## src/rtl/hex_scan_display_driver.sv

```systemverilog
// Eight-digit multiplexed 7-segment driver for a 32-bit debug word, with
// leading-zero blanking and a timed blink of the nibbles changed by the last load.
module hex_scan_display_driver #(
  parameter int SCAN_DIV     = 50000,
  parameter int BLINK_DIV    = 12500000,
  parameter int BLINK_PHASES = 6
) (
  input  logic        Clock,
  input  logic        Reset,
  input  logic [31:0] HexDisplay32Bits,
  input  logic        Load,
  input  logic        Blank_Leading_Zeros,
  input  logic        Blink_Enable,
  output logic [6:0]  SEG,
  output logic [7:0]  DIGIT_EN,
  output logic [31:0] Display_Value,
  output logic        Blink_Busy
);

  localparam int SCAN_W  = (SCAN_DIV > 1) ? $clog2(SCAN_DIV) : 1;
  localparam int BLINK_W = (BLINK_DIV > 1) ? $clog2(BLINK_DIV) : 1;
  localparam int PH_W    = (BLINK_PHASES > 1) ? $clog2(BLINK_PHASES) : 1;

  typedef enum logic [1:0] {ST_IDLE, ST_OFF, ST_ON} blink_state_t;

  logic [31:0]        r_value;
  logic [7:0]         r_mask;
  logic [2:0]         r_scan_idx;
  logic [SCAN_W-1:0]  r_scan_cnt;
  logic [BLINK_W-1:0] r_timer;
  logic [PH_W-1:0]    r_phase;
  blink_state_t       r_state;
  logic [6:0]         r_seg;
  logic [7:0]         r_digit_en;

  blink_state_t       w_state_nxt;
  logic [7:0]         w_mask_nxt;
  logic [BLINK_W-1:0] w_timer_nxt;
  logic [PH_W-1:0]    w_phase_nxt;
  logic [7:0]         w_load_mask;
  logic [4:0]         w_base;
  logic [3:0]         w_nibble;
  logic               w_upper_zero;
  logic               w_blank;

  function automatic logic [6:0] hex_to_seg(input logic [3:0] h);
    case (h)
      4'h0: return 7'h40;  4'h1: return 7'h79;  4'h2: return 7'h24;  4'h3: return 7'h30;
      4'h4: return 7'h19;  4'h5: return 7'h12;  4'h6: return 7'h02;  4'h7: return 7'h78;
      4'h8: return 7'h00;  4'h9: return 7'h10;  4'hA: return 7'h08;  4'hB: return 7'h03;
      4'hC: return 7'h46;  4'hD: return 7'h21;  4'hE: return 7'h06;  default: return 7'h0E;
    endcase
  endfunction

  // NOTE: every signal written here gets a default first so no path leaves it
  // unassigned; otherwise synthesis would infer a latch.
  always_comb begin
    w_state_nxt = r_state;
    w_mask_nxt  = r_mask;
    w_timer_nxt = r_timer;
    w_phase_nxt = r_phase;
    for (int i = 0; i < 8; i++)
      w_load_mask[i] = HexDisplay32Bits[i*4 +: 4] != r_value[i*4 +: 4];

    if (Load) begin
      w_timer_nxt = '0;
      w_phase_nxt = '0;
      if (Blink_Enable && (w_load_mask != 8'h00)) begin
        w_state_nxt = ST_OFF;
        w_mask_nxt  = w_load_mask;
      end else begin
        w_state_nxt = ST_IDLE;
        w_mask_nxt  = '0;
      end
    end else if (!Blink_Enable) begin
      w_state_nxt = ST_IDLE;
      w_mask_nxt  = '0;
      w_timer_nxt = '0;
      w_phase_nxt = '0;
    end else if (r_state != ST_IDLE) begin
      if (r_timer == BLINK_W'(BLINK_DIV - 1)) begin
        w_timer_nxt = '0;
        if (r_phase == PH_W'(BLINK_PHASES - 1)) begin
          w_state_nxt = ST_IDLE;
          w_mask_nxt  = '0;
          w_phase_nxt = '0;
        end else begin
          w_phase_nxt = r_phase + 1'b1;
          w_state_nxt = (r_state == ST_OFF) ? ST_ON : ST_OFF;
        end
      end else begin
        w_timer_nxt = r_timer + 1'b1;
      end
    end
  end

  // Digit i is a leading zero when it and every higher nibble are zero.
  always_comb begin
    w_base       = {r_scan_idx, 2'b00};
    w_nibble     = r_value[w_base +: 4];
    w_upper_zero = (r_value >> w_base) == 32'h0;
    w_blank      = ((r_scan_idx != 3'd0) && Blank_Leading_Zeros && w_upper_zero) ||
                   ((r_state == ST_OFF) && r_mask[r_scan_idx]);
  end

  // NOTE: sequential state uses non-blocking assignments so every register
  // samples the pre-edge values, independent of statement order.
  always_ff @(posedge Clock) begin
    if (Reset) begin
      r_value    <= '0;
      r_mask     <= '0;
      r_scan_idx <= '0;
      r_scan_cnt <= '0;
      r_timer    <= '0;
      r_phase    <= '0;
      r_state    <= ST_IDLE;
      r_seg      <= 7'h7F;
      r_digit_en <= 8'hFF;
    end else begin
      if (r_scan_cnt == SCAN_W'(SCAN_DIV - 1)) begin
        r_scan_cnt <= '0;
        r_scan_idx <= r_scan_idx + 1'b1;
      end else begin
        r_scan_cnt <= r_scan_cnt + 1'b1;
      end
      if (Load) r_value <= HexDisplay32Bits;
      r_mask     <= w_mask_nxt;
      r_timer    <= w_timer_nxt;
      r_phase    <= w_phase_nxt;
      r_state    <= w_state_nxt;
      r_digit_en <= ~(8'h01 << r_scan_idx);
      r_seg      <= w_blank ? 7'h7F : hex_to_seg(w_nibble);
    end
  end

  assign SEG           = r_seg;
  assign DIGIT_EN      = r_digit_en;
  assign Display_Value = r_value;
  assign Blink_Busy    = (r_state != ST_IDLE);

endmodule

```

## config.mk

```make
export PLATFORM = sky130hd
export DESIGN_NAME = hex_scan_display_driver
export DESIGN_NICKNAME = d
export VERILOG_FILES = /design/src/rtl/hex_scan_display_driver.sv
export SDC_FILE = /design/constraint.sdc
export NUM_CORES = 1
export LEC_CHECK = 0
export BUFFER_PORTS_ARGS = -buffer_cell sky130_fd_sc_hd__buf_2
export CORE_UTILIZATION = 45
export DETAILED_ROUTE_END_ITERATION = 10
export PLACE_DENSITY = 0.76
export SETUP_SLACK_MARGIN = 0.3
export SKIP_CTS_REPAIR_TIMING = 1
export SYNTH_ARGS = -nofsm -noshare
export SYNTH_HDL_FRONTEND = slang
export SYNTH_SLANG_ARGS = --single-unit
```

## constraint.sdc

```tcl
create_clock -name Clock -period 3 [get_ports Clock]
set_clock_uncertainty 0.1 [all_clocks]
set_input_delay 0.15 -clock Clock [delete_from_list [all_inputs] [get_ports Clock]]
set_output_delay 0.15 -clock Clock [all_outputs]
set_load 0.01 [all_outputs]
```

==> summary.txt, run 1 <==
Timing
  – Final TNS setup: 0 ns
  – Slew Limit Fails: 0
  – RSZ-0062 raised after global routing: false
  – FMAX: between 300 and 400 MHz
  – Max transition margin: 0.484
  – Crit share post-route: 0.871
  – Fin. Hold Viols: 11
  – Tightest Pin Transition: slightly below 0.8 ns
  – # setup viols final: 0
  – Hold slack: -0.0407 ns
  – Minimum clock period: 2.61 ns

Clocking
  – Max Root-Sink Buffers: 2
  – H-tree depth: 3
  – Clock sinks: 103
  – CTS root buf: clkbuf_16
  – Latest clock arrival within the worst-skew pair: approximately 0.36 ns
  – CTS tree: yes
  – Reg clk slew, reported paths: ~0.070 ns
  – Num CTS Buffers: 9

Power and ir drop
  – Clock Power Share: 0.415
  – Sw power: slightly below 0.8 mW
  – Leakage: approximately 2.6 nW
  – PD cells: between 400 and 500 mW/mm^2
  – Tot Pwr: 3.18 mW
  – Logic gate share of total power: 0.120
  – Internal power: 2.40 mW
  – Switch share: 0.246
  – Worst VDD drop: 369 uV
  – Sequential power share: 0.465

Min path
  – HP Start: HexDisplay32Bits[3]
  – WHS Endpoint: Display_Value[3]$_SDFFE_PP0P_
  – Worst hold stages: 3
  – Hold crit path type: input pin to register

Logic synthesis
  – Xor and xnor fraction of the mapped netlist area: 0.115
  – Mapped Area: approximately 0.0054 sq mm
  – Seq/Total Area, Yosys: 0.380
  – Area fraction in compound gates after synthesis: 0.0669
  – Post-synth cell types: slightly below 60
  – Ys async rst share: 0
  – Synth Area per Inst: 9.05 sq um
  – Largest family of logic cells by synthesized area: simple AND/OR/NAND/NOR gates
  – Yosys Warn Count: 0
  – Post-synth EDFFs: 0
  – Mux contribution to synthesized area: 0.134
  – Synth Area in Simple Gates: 0.238
  – Post-synth top flop: dfxtp_1
  – Largest cells by area after synthesis: dfxtp_1 38%, xnor2_1 8.6%, mux2i_1 7.9%, nor2_1 7.1%, mux4_2 4.6%
  – Dominant cell type by area after synthesis: dfxtp_1
  – Syn Inst Count: between 500 and 600
  – Synth top area share: 0.380
  – Yosys reg bits: roughly 100
  – Adder-cell share of the synthesized area: 0.0300
  – Post-Syn Nets: approximately 650

Detailed routing
  – Routed length per instance: roughly 16 microns
  – Via count: about 4700
  – Number of remaining DRC errors: 11
  – First DRT Iteration DRCs: between 300 and 400
  – Pre-antenna DRT Iters: 8
  – Post-route ant nets: 0
  – Drt total wl: around 14 mm
  – Vias/cell: 5.61

Outcome
  – Failing checks: design-rule violations, negative hold slack
  – Status: complete, but fails checks

Global route
  – Vias in the first global route: approximately 4600
  – Largest net degree at the start of global routing: 27
  – Total GRT Usage: 0.226
  – First-pass GRT wire length: around 22 mm
  – Gr ovfl total: 0
  – Initial antenna violation count: 1

Critical path
  – FF-to-FF path depth: 7
  – CP arrival: between 2 and 3 ns
  – Critical R2R Launch: r_scan_idx[0]$_SDFFE_PP0P_
  – Top delay family on crit path: compound AO/OA/AOI/OAI gates
  – Required time of the critical path: ~3.2 ns
  – Worst-path maximum fanout: 10
  – Worst R2R Setup Slack: 0.39 ns
  – Crit-path max cell delay: 0.56 ns
  – Crit-path cells: mux4_2 -> mux2i_4 -> ha_2 -> o211ai_1 -> a2111oi_4 -> a41oi_4 -> o221ai_2
  – Nature of the critical path endpoint: register
  – CP max stage cell: mux4_2
  – Critical path class: register to register
  – Worst R2R End: SEG[4]$_SDFF_PP1_
  – CP bufs+invs: 0
  – Startpoint types: register

Layout
  – Final Net Count: 740
  – Most frequent cells in the layout: 102 x dfxtp_1, 102 x nor2_1, 84 x buf_2
  – # fillers: 1002
  – Share of post-route cells with drive strength above 1: 0.203
  – Sequential Area: a little over 0.002 sq mm
  – Multi-input gate area: about 0.0032 sq mm
  – Fin cells: between 800 and 900
  – P&R area growth vs syn: 20.1%
  – Final instance area: 0.00651 sq mm
  – N_diodes: 0

Place
  – GPL Wtd Cong: approximately 0.96
  – Cell Count Post-Placement: between 800 and 900
  – HPWL Detailed: around 10 mm
  – PortBufs: between 80 and 90
  – Cell Area, Placed: slightly below 0.006 sq mm

Flow run
  – Max Cap Violations: 0

Floorplanning
  – Die Ht: 112 microns
  – # rows: 39
  – Starting Density: 0.469
  – Core Footprint: about 0.012 sq mm
  – IO Count: 85
  – Die width: between 100 and 150 microns
  – Die area: approximately 0.012 sq mm
[cells by family (layout without fill, tap and decap cells)]
group                      after synthesis  in the layout
muxes                                   57             57
xor gates and xnor gates                71             71
DFF                                    103            103
buffers and inverters                   46            142
adders and majority gates               13             13
and+or+nand+nor                        257            257
AOI/OAI and AO/OA                       52             52
[Yosys cell counts (2+ instances only)]
library cell,instances
xor2_1,18
nand3_1,15
o221ai_1,5
buf_2,7
nand4_1,16
or2_1,2
clkbuf_1,13
o21bai_1,2
or3_1,2
nor4b_1,2
o21ai_0,5
or4_1,3
nor4bb_1,2
mux4_2,11
o21ai_1,9
and3_1,6
and2_1,3
inv_1,13
nor3b_1,3
nor2_1,102
a211oi_1,2
a21oi_1,13
mux2i_1,43
xnor2_1,53
o22ai_1,3
nor3_1,19
inv_2,3
nor3_2,2
o211ai_1,3
buf_4,2
dfxtp_1,103
nand2_1,40
nor4_1,17
buf_1,7
ha_1,13
and4_1,3
nand2b_1,12
[per-stage QoR]
stage | utilization | worst slack, ns
2_1_floorplan | - | 0.323
3_3_place_gp | 0.516 | 0.274
3_5_place_dp | 0.516 | 0.172
4_1_cts | 0.546 | 0.144
5_1_grt | 0.563 | 0.255
6_report | 0.563 | 0.388
[layer usage]
metal | part of all wire | up-vias | global-route usage
li1 | - | 2275 | -
met5 | 0.00073 | - | 0
met4 | 0.018 | 2 | 0.0847
met3 | 0.065 | 23 | 0.0539
met2 | 0.49 | 150 | 0.391
met1 | 0.42 | 2247 | 0.270
[power by group through the flow]
stage	logic (mW)	clock network [mW]	registers [mW]
detailed placement	0.354	0	1.51
floorplan	0.223	0	1.51
global route	0.416	1.39	1.48
finish	0.382	1.32	1.48
CTS	0.358	1.34	1.48
global placement	0.346	0	1.50
[how the worst max path moves through the flow]
stage                               start                 to  depth (start not counted)
2_1_floorplan  r_scan_idx[1]$_SDFFE_PP0P_  SEG[3]$_SDFF_PP1_                          9
3_3_place_gp   r_scan_idx[0]$_SDFFE_PP0P_  SEG[6]$_SDFF_PP1_                          7
3_5_place_dp   r_scan_idx[0]$_SDFFE_PP0P_  SEG[4]$_SDFF_PP1_                          7
4_1_cts        r_scan_idx[0]$_SDFFE_PP0P_  SEG[4]$_SDFF_PP1_                          7
5_1_grt        r_scan_idx[0]$_SDFFE_PP0P_  SEG[6]$_SDFF_PP1_                          7
6_report       r_scan_idx[0]$_SDFFE_PP0P_  SEG[4]$_SDFF_PP1_                          7
[layout make-up]
| type | instances | share of cell area |
|---|---|---|
| timing repair buffer | 110 | 0.100 |
| inverter | 16 | 0.00923 |
| tap | 143 | 0.0275 |
| multi-input combinational | 450 | 0.493 |
| clock buffer | 12 | 0.0409 |
| sequential | 103 | 0.317 |
| clock inverter | 4 | 0.0117 |
[flip-flops by register name, summed over array words and instances (netlist names)]
name	cells
r_scan_cnt	16
r_timer	24
Display_Value	32
SEG	7
r_phase	3
DIGIT_EN	8
r_scan_idx	3
r_state	2
r_mask	8
[worst register-to-register path: cells and delay by family (launching register included)]
| family | cells | cell delay [ns] |
|---|---|---|
| adder cells (fa/ha/maj) | 1 | 0.25 |
| AO/OA/AOI/OAI | 4 | 0.95 |
| flip-flops | 1 | 0.43 |
| multiplexers | 2 | 0.79 |
(Power assumes the default switching activity.)
==> run 2: changes to the inputs <==
--- a/config.mk
+++ b/config.mk
@@ -8,7 +8,7 @@
 export BUFFER_PORTS_ARGS = -buffer_cell sky130_fd_sc_hd__buf_2
 export CORE_UTILIZATION = 45
 export DETAILED_ROUTE_END_ITERATION = 10
-export PLACE_DENSITY = 0.76
+export PLACE_DENSITY = 0.74
 export SETUP_SLACK_MARGIN = 0.3
 export SKIP_CTS_REPAIR_TIMING = 1
 export SYNTH_ARGS = -nofsm -noshare
==> constraint.sdc (replaced) <==
create_clock -name Clock -period 2.82 [get_ports Clock]
set_clock_uncertainty 0.1 [all_clocks]
set_input_delay 0.141 -clock Clock [delete_from_list [all_inputs] [get_ports Clock]]
set_output_delay 0.141 -clock Clock [all_outputs]
set_load 0.01 [all_outputs]
==> run 2 against run 1 <==
Effect of this change:
- the run still ends with design-rule violations, negative hold slack left
- clock power grew 6%
- non-clock buffer count grew 15
- register-to-register slack lost 0.04 ns
- first-iteration DRC count grew 15%
- maximum frequency grew 5.5%
- worst hold slack lost 0.0088 ns
- sequential power grew 6%
- combinational power grew 13%
- sequential share of layout area shrank 0.71 points
- global-route usage shrank 0.94 points
- critical path depth is the same
- utilization grew 1.3 points
- critical endpoint unchanged
- highest routed layer is now met4
==> summary.txt, run 2 (synthesized netlist as in run 1, its figures left out) <==
Timing
  – Max transition margin: 0.574
  – Fin. Hold Viols: 7
  – Slew Limit Fails: 0
  – Crit share post-route: 0.878
  – Hold slack: -0.0495 ns
  – Tightest Pin Transition: approximately 0.64 ns
  – Final TNS setup: 0 ns
  – FMAX: around 400 MHz
  – RSZ-0062 raised after global routing: false
  – Minimum clock period: approximately 2.5 ns
  – Min setup slack post-route: roughly 0.34 ns
  – # setup viols final: 0

Critical path
  – CP Launch Point: r_scan_idx[0]$_SDFFE_PP0P_
  – Nature of the critical path endpoint: register
  – Required time of the critical path: between 2 and 3 ns
  – Startpoint types: register
  – Worst-path maximum fanout: 7
  – Critical R2R Launch: r_scan_idx[0]$_SDFFE_PP0P_
  – Critical path class: register to register
  – FF-to-FF path depth: 7
  – Worst R2R End: SEG[4]$_SDFF_PP1_
  – Worst R2R Setup Slack: around 0.34 ns
  – CP arrival: 2.64 ns
  – Critical path destination: SEG[4]$_SDFF_PP1_

Place
  – Post-placement setup slack: between 0.05 and 0.06 ns
  – Cell Count Post-Placement: 807
  – Cell Area, Placed: roughly 0.006 sq mm
  – HPWL Detailed: a little under 10 mm
  – GPL Wtd Cong: just under 0.9
  – PortBufs: 84

Power and ir drop
  – Worst VDD drop: 296 uV
  – PD cells: between 500 and 600 mW/mm^2
  – Leakage: 2.64 nW

Flow run
  – Max Cap Violations: 0

Detailed routing
  – Drt total wl: around 14 mm
  – Pre-antenna DRT Iters: 8
  – Routed length per instance: about 16 microns
  – Via count: about 4700
  – First DRT Iteration DRCs: 400
  – Vias/cell: 5.54
  – Post-route ant nets: 0
  – Number of remaining DRC errors: 12

Clocking
  – Max Root-Sink Buffers: 2
  – Clock sinks: a little over 100
  – H-tree depth: 3
  – CTS root buf: clkbuf_16
  – Latest clock arrival within the worst-skew pair: ~0.35 ns
  – CTS tree: yes
  – Reg clk slew, reported paths: ~0.070 ns
  – Num CTS Buffers: 9

Global route
  – Largest net degree at the start of global routing: 44
  – Gr ovfl total: 0
  – Total GRT Usage: 0.216
  – First-pass GRT wire length: 21.6 mm
  – Initial antenna violation count: 0
  – Vias in the first global route: 4516

Layout
  – Final Net Count: between 700 and 800
  – Most frequent cells in the layout: 102 x nor2_1, 101 x dfxtp_1, 84 x buf_2
  – N_diodes: 0
  – Final instance area: ~0.0067 sq mm
  – Fin cells: around 850
  – Share of post-route cells with drive strength above 1: 0.211
  – Most common cell after layout, fill and taps aside: nor2_1
  – Largest register FFs: 32
  – P&R area growth vs syn: 22.9%

Min path
  – Hold crit path type: input pin to register

Floorplanning
  – Die area: around 0.012 sq mm
  – Die Ht: around 110 microns
  – Die width: approximately 110 microns
  – Starting Density: 0.469
  – Core Footprint: about 0.012 sq mm
  – # rows: 39
  – IO Count: 85

Outcome
  – Status: complete, but fails checks
  – Failing checks: design-rule violations, negative hold slack
## run 2: layout make-up
class                   count  area [sq um]
clock buffers              10           229
clock inverters             6           109
fillers                   990          4900
inverters                  16          60.1
multi-input cells         450          3230
flip-flops and latches    103          2070
well taps                 143           179
repair buffers            125           787
## run 2: worst min path at each step
stage                                          end            startpoint  cells after the start
floorplan                   DIGIT_EN[2]$_SDFF_PP1_                 Reset                      2
global placement    Display_Value[23]$_SDFFE_PP0P_  HexDisplay32Bits[23]                      3
detailed placement  Display_Value[18]$_SDFFE_PP0P_  HexDisplay32Bits[18]                      3
CTS                  Display_Value[4]$_SDFFE_PP0P_   HexDisplay32Bits[4]                      3
global route        Display_Value[12]$_SDFFE_PP0P_  HexDisplay32Bits[12]                      3
finish               Display_Value[4]$_SDFFE_PP0P_   HexDisplay32Bits[4]                      3
## run 2: worst max-delay path, stage by stage, from the launching register on
cell	delay (ns)
dfxtp_4	0.41
mux4_2	0.57
mux2i_4	0.21
ha_4	0.18
o211ai_1	0.13
a2111oi_4	0.29
a41oi_4	0.25
o221ai_1	0.24
## run 2: report_power, final
| group | total [mW] | switching [mW] | internal, mW |
|---|---|---|---|
| logic | 0.430 | 0.220 | 0.211 |
| registers | 1.57 | 0.0620 | 1.51 |
| clock network | 1.40 | 0.535 | 0.866 |
| total | 3.40 | 0.816 | 2.58 |
## run 2: layer usage
metal | up-vias | global-route usage | wire length (microns)
met5 | - | 0 | 0
li1 | 2306 | - | -
met4 | 0 | 0.0856 | 240
met1 | 2261 | 0.243 | 5350
met2 | 141 | 0.389 | 7040
met3 | 19 | 0.0544 | 910
## run 2: per-stage QoR
step | util | power, mW | hold WS, ns
2_1_floorplan | - | 1.84 | 0.169
3_3_place_gp | 0.519 | 1.97 | 0.302
3_5_place_dp | 0.519 | 1.99 | 0.311
4_1_cts | 0.548 | 3.38 | -0.0585
5_1_grt | 0.576 | 3.52 | 0.00295
6_report | 0.576 | 3.40 | -0.0495
==> run 3: changes to the inputs <==
--- a/config.mk
+++ b/config.mk
@@ -9,6 +9,7 @@
 export CORE_UTILIZATION = 45
 export DETAILED_ROUTE_END_ITERATION = 10
 export PLACE_DENSITY = 0.74
+export RECOVER_POWER = 100
 export SETUP_SLACK_MARGIN = 0.3
 export SKIP_CTS_REPAIR_TIMING = 1
 export SYNTH_ARGS = -nofsm -noshare
==> run 3 against run 2 <==
Effect of this change:
- the run still ends with design-rule violations, negative hold slack left
- via count is 0.53% higher
- global-route usage did not move
- wire length grew 0.36%
- non-clock buffer count did not move
- critical path depth did not move
- cell count unchanged
- first-iteration DRC count down 11%
- largest cell class unchanged
==> summary.txt, run 3 (synthesized netlist as in run 1, its figures left out) <==
Power and ir drop
  – Switch share: 0.242
  – Internal power: roughly 2.6 mW
  – Sequential power share: 0.462
  – Leakage: around 2.5 nW
  – Logic gate share of total power: 0.123
  – Worst VDD drop: approximately 300 uV
  – Sw power: a little over 0.8 mW
  – Clock Power Share: 0.414
  – PD cells: 517 mW/mm^2

Timing
  – Max transition margin: 0.176
  – # setup viols final: 0
  – FMAX: between 300 and 400 MHz
  – RSZ-0062 raised after global routing: false
  – Minimum clock period: approximately 2.6 ns
  – Crit share post-route: 0.919
  – Tightest Pin Transition: about 1.2 ns
  – Slew Limit Fails: 0
  – Fin. Hold Viols: 7
  – Final TNS setup: 0 ns
  – Hold slack: -0.0502 ns

Detailed routing
  – Vias/cell: 5.57
  – Via count: ~4800
  – Routed length per instance: 15.9 microns
  – Number of remaining DRC errors: 11
  – Pre-antenna DRT Iters: 8
  – Drt total wl: 13.6 mm
  – First DRT Iteration DRCs: about 360
  – Post-route ant nets: 0

Clocking
  – Max Root-Sink Buffers: 2
  – Reg clk slew, reported paths: ~0.070 ns
  – H-tree depth: 3
  – CTS tree: yes
  – Num CTS Buffers: 9
  – Clock sinks: ~100
  – Latest clock arrival within the worst-skew pair: 0.35 ns
  – CTS root buf: clkbuf_16

Layout
  – Most common cell after layout, fill and taps aside: nor2_1
  – Sequential Area: roughly 0.0021 sq mm
  – Largest register FFs: 32
  – Final instance area: approximately 0.0066 sq mm
  – N_diodes: 0
  – Fin cells: ~850
  – Most frequent cells in the layout: 102 x nor2_1, 101 x dfxtp_1, 53 x xnor2_1
  – # fillers: 1029
  – P&R area growth vs syn: 21.1%
  – Share of post-route cells with drive strength above 1: 0.138
  – Multi-input gate area: around 0.0032 sq mm
  – Final Net Count: between 700 and 800

Critical path
  – Crit-path cells: mux4_2 -> mux2i_1 -> ha_4 -> o211ai_1 -> a2111oi_4 -> a41oi_4 -> o221ai_1
  – CP max stage cell: mux4_2
  – Startpoint types: register
  – FF-to-FF path depth: 7
  – Worst R2R Setup Slack: around 0.23 ns
  – Critical R2R Launch: r_scan_idx[0]$_SDFFE_PP0P_
  – Crit-path max cell delay: 0.55 ns
  – Worst-path maximum fanout: 7
  – Worst R2R End: SEG[4]$_SDFF_PP1_
  – Nature of the critical path endpoint: register
  – CP arrival: 2.75 ns
  – Critical path class: register to register
  – Required time of the critical path: 2.98 ns

Floorplanning
  – Starting Density: 0.469
  – Core Footprint: 0.0116 sq mm
  – # rows: 39
  – IO Count: 85
  – Die width: around 110 microns
  – Die area: 0.0125 sq mm
  – Die Ht: 112 microns

Global route
  – Gr ovfl total: 0
  – Total GRT Usage: 0.216
  – Initial antenna violation count: 0
  – Largest net degree at the start of global routing: 44
  – First-pass GRT wire length: 21.6 mm
  – Vias in the first global route: roughly 4500

Place
  – GPL Wtd Cong: between 0.8 and 0.9
  – PortBufs: between 80 and 90
  – HPWL Detailed: 9.63 mm
  – Cell Area, Placed: 0.00600 sq mm
  – Cell Count Post-Placement: 807

Min path
  – WHS Endpoint: Display_Value[4]$_SDFFE_PP0P_
  – Hold crit path type: input pin to register
  – HP Start: HexDisplay32Bits[4]
  – Worst hold stages: 3

Flow run
  – Max Cap Violations: 0

Outcome
  – Failing checks: design-rule violations, negative hold slack
  – Status: complete, but fails checks
run 3: changes by cell type in the layout (fill, tap and decap cells not counted), moves of 2 or more:
cell      previous run  this run
buf_2               84        38
inv_2                3         1
o21ai_1              9         3
inv_1               13        15
clkbuf_1             1        49
o21ai_0              5        11
buf_4               16        13
run 3: cell type report:
| class | instances | share of cell area |
|---|---|---|
| clock inverter | 6 | 0.0166 |
| clock buffer | 10 | 0.0349 |
| tap | 143 | 0.0272 |
| inverter | 16 | 0.00914 |
| sequential | 103 | 0.315 |
| timing repair buffer | 125 | 0.110 |
| multi-input combinational | 450 | 0.488 |
run 3: worst max path at each step:
| stage | endpoint | slack (ns) | start |
|---|---|---|---|
| final | SEG[4]$_SDFF_PP1_ | 0.23 | r_scan_idx[0]$_SDFFE_PP0P_ |
| after global routing | SEG[6]$_SDFF_PP1_ | 0.10 | r_scan_idx[0]$_SDFFE_PP0P_ |
| after CTS | SEG[6]$_SDFF_PP1_ | 0.03 | r_scan_idx[0]$_SDFFE_PP0P_ |
| after detailed placement | SEG[6]$_SDFF_PP1_ | 0.06 | r_scan_idx[0]$_SDFFE_PP0P_ |
| after global placement | SEG[4]$_SDFF_PP1_ | 0.18 | r_scan_idx[0]$_SDFFE_PP0P_ |
| after floorplan | SEG[3]$_SDFF_PP1_ | 0.20 | r_scan_idx[0]$_SDFFE_PP0P_ |
run 3: layer usage:
layer / wire length [microns] / vias up / part of all wire / global-route usage
li1: - / 2305 / - / -
met1: 5450 / 2269 / 0.40 / 0.243
met2: 7010 / 151 / 0.52 / 0.389
met3: 845 / 27 / 0.062 / 0.0544
met4: 286 / 0 / 0.021 / 0.0856
met5: 0 / - / 0 / 0
run 3: critical path: cells and delay by family (launching register included):
kind | cells | cell delay (ns)
fa+ha+maj | 1 | 0.20
flops | 1 | 0.42
mux | 2 | 0.86
compound gates | 4 | 0.93
run 3: through the flow:
stage	util	setup WS [ns]	hold WS (ns)	power (mW)
2_1_floorplan	-	0.199	0.169	1.84
6_report	0.568	0.228	-0.0502	3.39
3_5_place_dp	0.519	0.0598	0.311	1.99
4_1_cts	0.548	0.0316	-0.0585	3.38
3_3_place_gp	0.519	0.185	0.302	1.97
5_1_grt	0.568	0.100	0.00424	3.51
run 3: power by group through the flow:
stage | registers [mW] | clock network, mW | logic (mW)
2_1_floorplan | 1.60 | 0 | 0.239
3_3_place_gp | 1.60 | 0 | 0.380
3_5_place_dp | 1.60 | 0 | 0.386
4_1_cts | 1.57 | 1.43 | 0.389
5_1_grt | 1.57 | 1.48 | 0.456
6_report | 1.57 | 1.41 | 0.418
